==> config.mk <==
export PLATFORM = sky130hd
export DESIGN_NAME = key_debounce_pulse
export DESIGN_NICKNAME = d
export VERILOG_FILES = /design/src/rtl/key_debounce_pulse.sv
export SDC_FILE = /design/constraint.sdc
export NUM_CORES = 1
export LEC_CHECK = 0
export ABC_AREA = 1
export BUFFER_PORTS_ARGS = -buffer_cell sky130_fd_sc_hd__clkbuf_2
export CORE_MARGIN = 4
export CORE_UTILIZATION = 25
export DETAILED_ROUTE_END_ITERATION = 8
export PLACE_DENSITY = 0.41
export SYNTH_ARGS = -nofsm -noshare
export SYNTH_HDL_FRONTEND = slang
export SYNTH_SLANG_ARGS = --single-unit
==> constraint.sdc <==
create_clock -name clock -period 1.9 [get_ports clock]
set_clock_uncertainty 0.2 [all_clocks]
set_input_delay 0.285 -clock clock [delete_from_list [all_inputs] [get_ports clock]]
set_output_delay 0.285 -clock clock [all_outputs]
set_load 0.05 [all_outputs]
==> src/rtl/key_debounce_pulse.sv <==
`default_nettype none
// ============================================================================
// Module      : key_debounce_pulse
// Description : Conditions a raw active-low pushbutton into a debounced level
//               and a single-cycle enable pulse for downstream counters.
//               2-flop synchroniser -> debounce FSM with qualification counter
//               -> optional auto-repeat generator.
//
// Optional feature macro : KEY_AUTO_REPEAT_EN
//     defined   - while the key is held, extra pulses fire after REPEAT_DELAY
//                 cycles and then every REPEAT_RATE cycles.
//     undefined - exactly one pulse per accepted press.
//
// Ports:
//     clock    in   system clock, rising edge
//     reset    in   synchronous active-high reset
//     key_n    in   raw pushbutton, 0 = pressed, asynchronous to clock
//     pressed  out  debounced level, 1 while the button is accepted as held
//     pulse    out  one-cycle enable per accepted press (plus repeats)
//
// Revision    : 1.0  initial release
// ============================================================================
module key_debounce_pulse #(
    parameter int DEBOUNCE_CYCLES = 1000000,
    parameter int REPEAT_DELAY    = 25000000,
    parameter int REPEAT_RATE     = 5000000,
    parameter int CNT_W           = 25
) (
    input  logic clock,
    input  logic reset,
    input  logic key_n,
    output logic pressed,
    output logic pulse
);

    // ------------------------------------------------------------------
    // Elaboration-time parameter sanity checks
    // ------------------------------------------------------------------
    if (DEBOUNCE_CYCLES < 2) begin : g_bad_debounce
        $error("key_debounce_pulse: DEBOUNCE_CYCLES must be >= 2");
    end
    if ((REPEAT_DELAY < 1) || (REPEAT_RATE < 1)) begin : g_bad_repeat
        $error("key_debounce_pulse: REPEAT_DELAY and REPEAT_RATE must be >= 1");
    end
    if ((longint'(DEBOUNCE_CYCLES) - 1) >= (longint'(1) << CNT_W)) begin : g_bad_width
        $error("key_debounce_pulse: CNT_W too narrow for DEBOUNCE_CYCLES");
    end

    // ------------------------------------------------------------------
    // Constants
    // ------------------------------------------------------------------
    localparam logic [1:0] S_IDLE         = 2'd0;
    localparam logic [1:0] S_PRESS_WAIT   = 2'd1;
    localparam logic [1:0] S_HELD         = 2'd2;
    localparam logic [1:0] S_RELEASE_WAIT = 2'd3;

    localparam logic [CNT_W-1:0] c_DEB_LAST = CNT_W'(DEBOUNCE_CYCLES - 1);
    localparam logic [CNT_W-1:0] c_ZERO     = '0;
    localparam logic [CNT_W-1:0] c_ONE      = {{(CNT_W-1){1'b0}}, 1'b1};

    // ------------------------------------------------------------------
    // Synchroniser: both stages reset to "released" so that a key still
    // held through reset is seen as a fresh 1->0 transition.
    // ------------------------------------------------------------------
    logic sync1_q;
    logic key_s_q;

    always_ff @(posedge clock) begin
        if (reset) begin
            sync1_q <= 1'b1;
            key_s_q <= 1'b1;
        end else begin
            sync1_q <= key_n;
            key_s_q <= sync1_q;
        end
    end

    // ------------------------------------------------------------------
    // Debounce FSM
    // ------------------------------------------------------------------
    logic [1:0]       state_q, state_d;
    logic [CNT_W-1:0] cnt_q,   cnt_d;
    logic             pressed_q, pressed_d;
    logic             pulse_q,   pulse_d;
    logic             w_press_pulse;
    logic             w_rep_pulse;

    always_comb begin
        state_d       = state_q;
        cnt_d         = cnt_q;
        pressed_d     = pressed_q;
        w_press_pulse = 1'b0;

        case (state_q)
            S_IDLE: begin
                pressed_d = 1'b0;
                if (!key_s_q) begin
                    state_d = S_PRESS_WAIT;
                    cnt_d   = c_ZERO;
                end
            end

            S_PRESS_WAIT: begin
                if (key_s_q) begin
                    // Any disagreement restarts qualification from scratch.
                    state_d = S_IDLE;
                    cnt_d   = c_ZERO;
                end else if (cnt_q == c_DEB_LAST) begin
                    state_d       = S_HELD;
                    cnt_d         = c_ZERO;
                    pressed_d     = 1'b1;
                    w_press_pulse = 1'b1;
                end else begin
                    cnt_d = cnt_q + c_ONE;
                end
            end

            S_HELD: begin
                if (key_s_q) begin
                    state_d = S_RELEASE_WAIT;
                    cnt_d   = c_ZERO;
                end
            end

            S_RELEASE_WAIT: begin
                if (!key_s_q) begin
                    // Release bounce: back to HELD silently, no new pulse.
                    state_d = S_HELD;
                    cnt_d   = c_ZERO;
                end else if (cnt_q == c_DEB_LAST) begin
                    state_d   = S_IDLE;
                    cnt_d     = c_ZERO;
                    pressed_d = 1'b0;
                end else begin
                    cnt_d = cnt_q + c_ONE;
                end
            end

            default: begin
                state_d   = S_IDLE;
                cnt_d     = c_ZERO;
                pressed_d = 1'b0;
            end
        endcase
    end

`ifdef KEY_AUTO_REPEAT_EN
    // ------------------------------------------------------------------
    // Auto-repeat: rcnt runs only while in HELD. The first period is
    // REPEAT_DELAY, subsequent periods are REPEAT_RATE. It freezes in
    // RELEASE_WAIT so a release bounce does not restart the delay.
    // ------------------------------------------------------------------
    localparam logic [CNT_W-1:0] c_RD_LAST = CNT_W'(REPEAT_DELAY - 1);
    localparam logic [CNT_W-1:0] c_RR_LAST = CNT_W'(REPEAT_RATE - 1);

    logic [CNT_W-1:0] rcnt_q,   rcnt_d;
    logic             rfirst_q, rfirst_d;
    logic             w_enter_held;
    logic [CNT_W-1:0] w_rlimit;

    assign w_enter_held = (state_q == S_PRESS_WAIT) && (state_d == S_HELD);
    assign w_rlimit     = rfirst_q ? c_RD_LAST : c_RR_LAST;

    always_comb begin
        rcnt_d      = rcnt_q;
        rfirst_d    = rfirst_q;
        w_rep_pulse = 1'b0;

        if (w_enter_held) begin
            rcnt_d   = c_ZERO;
            rfirst_d = 1'b1;
        end else if (state_q == S_HELD) begin
            if (rcnt_q == w_rlimit) begin
                w_rep_pulse = 1'b1;
                rcnt_d      = c_ZERO;
                rfirst_d    = 1'b0;
            end else begin
                rcnt_d = rcnt_q + c_ONE;
            end
        end else if (state_q == S_IDLE) begin
            rcnt_d   = c_ZERO;
            rfirst_d = 1'b1;
        end
    end

    always_ff @(posedge clock) begin
        if (reset) begin
            rcnt_q   <= c_ZERO;
            rfirst_q <= 1'b1;
        end else begin
            rcnt_q   <= rcnt_d;
            rfirst_q <= rfirst_d;
        end
    end
`else
    assign w_rep_pulse = 1'b0;
`endif

    assign pulse_d = w_press_pulse | w_rep_pulse;

    always_ff @(posedge clock) begin
        if (reset) begin
            state_q   <= S_IDLE;
            cnt_q     <= c_ZERO;
            pressed_q <= 1'b0;
            pulse_q   <= 1'b0;
        end else begin
            state_q   <= state_d;
            cnt_q     <= cnt_d;
            pressed_q <= pressed_d;
            pulse_q   <= pulse_d;
        end
    end

    assign pressed = pressed_q;
    assign pulse   = pulse_q;

endmodule
`default_nettype wire

## Word-level counts from Yosys, hierarchy flattened

Index checks and enable logic that the tools add are counted.

- Reductions and logical operators: 6
- Add/subtract/negate cells: 1
- Bitwise logic cells: 1
- Equality and inequality tests: 12
- Mux-type cells: 19

Operator list:

| cell | count |
|---|---|
| two-way mux 25 bit | 5 |
| one-hot mux 25 bit (4 select lines) | 1 |
| adder 25 x 1 -> 25 bit, second input constant | 1 |
| equality test 25 x 20 -> 1 bit, second input constant | 1 |
| two-way mux 2 bit | 6 |
| inequality test 2 bit, second input constant | 6 |
| one-hot mux 2 bit (4 select lines) | 1 |
| inequality test 3 bit, second input constant | 2 |
| two-way mux 1 bit | 5 |
| AND reduction 5 bit | 1 |
| equality test 2 bit, second input constant | 2 |
| AND reduction 4 bit | 1 |
| one-hot mux 1 bit (3 select lines) | 1 |
| nonzero test 3 bit | 1 |
| OR reduction 3 bit | 1 |
| equality test 2 x 1 -> 1 bit, second input constant | 1 |
| zero test 2 bit | 1 |
| AND reduction 2 bit | 1 |
| NOT 1 bit | 1 |

- Input bits: 3
- Word-level logic and storage cells: 45
- Output and inout port bits: 2
- Flip-flop bits (word level): 31

## Longest topological paths before layout

- Depth after elaboration: 4
- Depth in mapped cells: 9
- Gate-level depth less buffers: 9

## Worst setup path before layout

Ideal clock, no wire load.

- Path type: flip-flop to flip-flop
- Start point: register cnt_q[1]
- End point: register cnt_q[14]
- Arrival time: 1.354 ns
- Slack: 0.214 ns
- Setup time: 0.132 ns
- Cell stages (with the launch flop): 10
- Path through: dfxtp_1 > ha_1 > nand3_2 > nor2_4 > nand3_2 > nor2_4 > nor2_4 > buf_6 > nand3_1 > a21oi_1

- Cells in the longest elaborated chain, start to end: 4
- Elaborated cells on any way between the ends: 6
- Those cells by class: 1 x add/sub; 1 x eq/ne; 4 x mux

Ends and longest elaborated chain:

| element | line | text |
|---|---|---|
| start, declared | 82 | `logic [CNT_W-1:0] cnt_q, cnt_d;` |
| start signal, assigned | 204 | `cnt_q <= c_ZERO;` |
| start signal, assigned | 209 | `cnt_q <= cnt_d;` |
| adder 25 x 1 -> 25 bit / equality test 25 x 20 -> 1 bit (equally long branches) | n/a |  |
| two-way mux 25 bit * | 108, 130 |  |
| two-way mux 25 bit (on tied branches) | 126, 104 |  |
| one-hot mux 25 bit (4 select lines) * | 94 | `case (state_q)` |

Mark *: on every way between the ends. The rest lies on a longest branch, timed or not.
A chain may end at the register's enable or synchronous reset.

## Worst setup path in the final report

- Start point: register cnt_q[0]
- End point: register cnt_q[24]

The elaborated chain is that of the path after synthesis.

==> reports/qor.csv <==
stage,metric,value,unit
status,status,completed,
worst_setup_path,"Max stage delay cell, worst path",nor2_4,
power,Lkg Pwr,0.914,nW
grt,first-pass GRT wire length,8.36,mm
grt,grt ovf,0,
logic_synthesis,asr flop ratio synth,0,%
worst_setup_path,kind of cell adding the most delay to the critical path,simple AND/OR/NAND/NOR gates,
logic_synthesis,"FF+latch count, synth",31,
logic_synthesis,"EDFF count, synth",0,
final_layout,"Core Util, Final",31.9,%
route,via count,1839,
grt,vias in the first global route,1695,
route,routed len/inst,12.0,um
cts,CTS Buffer Depth,2,
sta,slew of the pin with the lowest slew margin,0.464,ns
hold_path,Worst Hold Launch,reset,
worst_setup_path,Worst R2R Path Depth,8,
cts,clk_lat worst skew,0.29,ns
route,initial drt markers,78,
sta,"Hold Vio Cnt, Final",0,
sta,RSZ-0062 raised after global routing,yes,
cts,CTS Sinks,31,
worst_setup_path,Crit. End Element,flip-flop,
cts,CTS tree,done,
floorplanning,DIE AREA,8900,um2
logic_synthesis,cell taking the most area after synthesis,dfxtp_1,
logic_synthesis,Post-synth top flop,dfxtp_1,
final_layout,Register Area,621,um2
logic_synthesis,synthesized instance count,292,
worst_setup_path,CP bufs+invs,0,
final_layout,Filler Cell Count,813,
worst_setup_path,FF-to-FF setup slack,0.16,ns
power,Power Dens Cells,661,nW/um2
cts,"Reg clk slew, reported paths",0.07,ns
route,TritonRoute pass-1 iters,4,
placed_design,# port buffers,4,
worst_setup_path,crit path launch type,flip-flop,
worst_setup_path,worst-path cell chain,"ha_1, nand3_2, nor2_4, nand3_2, nor2_4, nor2_4, nand2_1, a21oi_2",
sta,min Tclk post-route,1.74,ns
route,DRC,0,
worst_setup_path,CP Launch Point,cnt_q[0],
final_layout,layout cells sized above 1,20.3,%
floorplanning,chip width,94.3,um
logic_synthesis,syn nets,296,
sta,relative slew slack,69.0,%
cts,CTS H-tree depth,2,
cts,root buf cell,clkbuf_8,
hold_path,Worst Hold Class,primary input to flip-flop,
route,Top Metal Used,met4,
floorplanning,I/O Pins,5,
sta,Slew Limit Fails,0,
logic_synthesis,post-synthesis sequential area ratio,33.3,%
sta,fmax,0.575,GHz
cts,CTS Buf Count,5,
placed_design,detailed placement HPWL,3.51,mm
grt,largest net degree at the start of global routing,26,
worst_setup_path,CP max stage delay,0.38,ns
grt,initial antenna violation count,0,
worst_setup_path,worst flop-to-flop path endpoint,cnt_q[24],
final_layout,P&R area growth vs syn,24.2,%
hold_path,Hold Crit Depth,3,
floorplanning,Core ar.,7250,um2
floorplanning,Die Ht,94.3,um
sta,final setup vio count,0,
worst_setup_path,critical path class,flip-flop to flip-flop,
logic_synthesis,synth warn,0,
logic_synthesis,Yosys top cell area share,33.3,%
route,WL final,5.11,mm
final_layout,fin nets,328,
route,met3 WL post-DR,121,um
hold_path,worst-case hold path end point,cnt_q[16],
power,Max VDD drop,0.363,mV
route,Vias/cell,4.34,
final_layout,Multi-input gate area,1100,um2
logic_synthesis,count of cell types in the netlist,25,
floorplanning,Initial Utilization,25.7,%
grt,GRT Total Usage,12.2,%
worst_setup_path,Required @ worst endpoint,1.93,ns
floorplanning,# rows,31,
route,Final ANT Viol Nets,0,
worst_setup_path,CP Max Fanout,11,
sta,Tcrit/Tclk final,91.6,%
logic_synthesis,syn_area_per_cell,6.38,um2
final_layout,diode count,0,
logic_synthesis,main area contributors after synthesis,"dfxtp_1 (33%), nand2_1 (19%), inv_1 (7.1%), a21oi_1 (5.6%), nor2_1 (5.6%)",
worst_setup_path,Worst path most repeated cell,nor2_4,
worst_setup_path,worst r2r src,cnt_q[0],
worst_setup_path,WP data arrival,1.77,ns
sta,WHS,0.214,ns
logic_synthesis,cell area after synthesis,1860,um2
route,M1 WL,2.62,mm
flow_run,Max-Cap Viols,0,
route,DR WL met2,2.29,mm
placed_design,last weighted congestion value of the routability-driven placer,0.763,
metrics by stage:
step	setup WS, ns	setup TNS [ns]	area, um2	total power, mW	instances
2_1_floorplan	0.214	0	1860	0.790	292
3_3_place_gp	-0.0337	-0.0337	2150	0.845	414
3_5_place_dp	-0.0511	-0.156	2150	0.843	414
4_1_cts	-0.0563	-0.162	2280	1.55	423
5_1_grt	-0.00217	-0.00319	2310	1.61	424
6_report	0.160	0	2310	1.53	424
Yosys cell counts, types with 2 or more instances:
cell,count
a21oi_1,21
buf_2,3
buf_6,2
dfxtp_1,31
inv_1,35
nand2_1,95
nand2_2,2
nand3_1,18
nand3_2,5
nand4_1,11
nor2_1,28
nor2_2,4
nor2_4,5
nor3_1,2
o21ai_0,14
o21ai_2,2
o21bai_1,3
or2_2,3
xnor2_1,2
cells by family (layout without fill, tap and decap cells):
family	after synthesis	in the layout	share of synthesized area, %
simple gates	173	174	42.6
compound gates	42	42	12.6
buf+inv	42	74	9.47
flops	31	31	33.3
xor+xnor	3	3	1.41
fa+ha+maj	1	1	0.671
registers in the layout, indices dropped and copies added (netlist names), named ones only:
name and flops:
sync1_q 1, pressed 1, key_s_q 1, state_q 1, pulse 1, cnt_q 25
power by group:
| part | switching (mW) | internal (mW) |
|---|---|---|
| logic | 0.113 | 0.0490 |
| clock network | 0.272 | 0.425 |
| registers | 0.0108 | 0.660 |
| total | 0.396 | 1.13 |
area by class of cell:
cell class | count | area share (%)
well taps | 99 | 5.35
clock buffers | 6 | 3.57
inverters | 36 | 5.84
repair buffers | 30 | 9.41
clock inverters | 2 | 1.51
multi-input cells | 220 | 47.5
flip-flops and latches | 31 | 26.8
worst max-delay path by stage:
| stage | depth (start not counted) | endpoint | slack [ns] |
|---|---|---|---|
| floorplan | 9 | cnt_q[14] | 0.21 |
| global placement | 8 | cnt_q[8] | -0.03 |
| detailed placement | 8 | cnt_q[8] | -0.05 |
| CTS | 8 | cnt_q[13] | -0.06 |
| global route | 9 | cnt_q[18] | -0.002 |
| finish | 8 | cnt_q[24] | 0.16 |
worst reg2reg max path: stages (launching register included):
cell and delay (ns):
dfxtp_1 0.33, ha_1 0.22, nand3_2 0.11, nor2_4 0.04
nand3_2 0.09, nor2_4 0.07, nor2_4 0.38, nand2_1 0.14
a21oi_2 0.12
metal layers:
layer	global-route usage (%)	up-vias
li1	-	997
met1	16.2	816
met2	19.4	20
met3	2.64	6
met4	3.97	0
met5	0	-
repair_timing:
item | in CTS | in global routing
setup buffers | 0 | 0
endpoints found under the setup margin | 7 | 24
gates resized for setup | 1 | 8
hold endpoints to repair | 1 | 0
hold buffers | 1 | 0
pin swaps | 0 | 0
gates cloned | 0 | 1
placed cells by master, fill, tap and decap left out, drive strengths merged, types with 10 or more instances in the layout:
master and instances:
nand3 23, o21ai 16, dfxtp 31, buf 25, nand4 11, inv 36
nor2 38, clkbuf 10, a21oi 22, nand2 97
No activity file was read; power rests on OpenSTA's default activity.
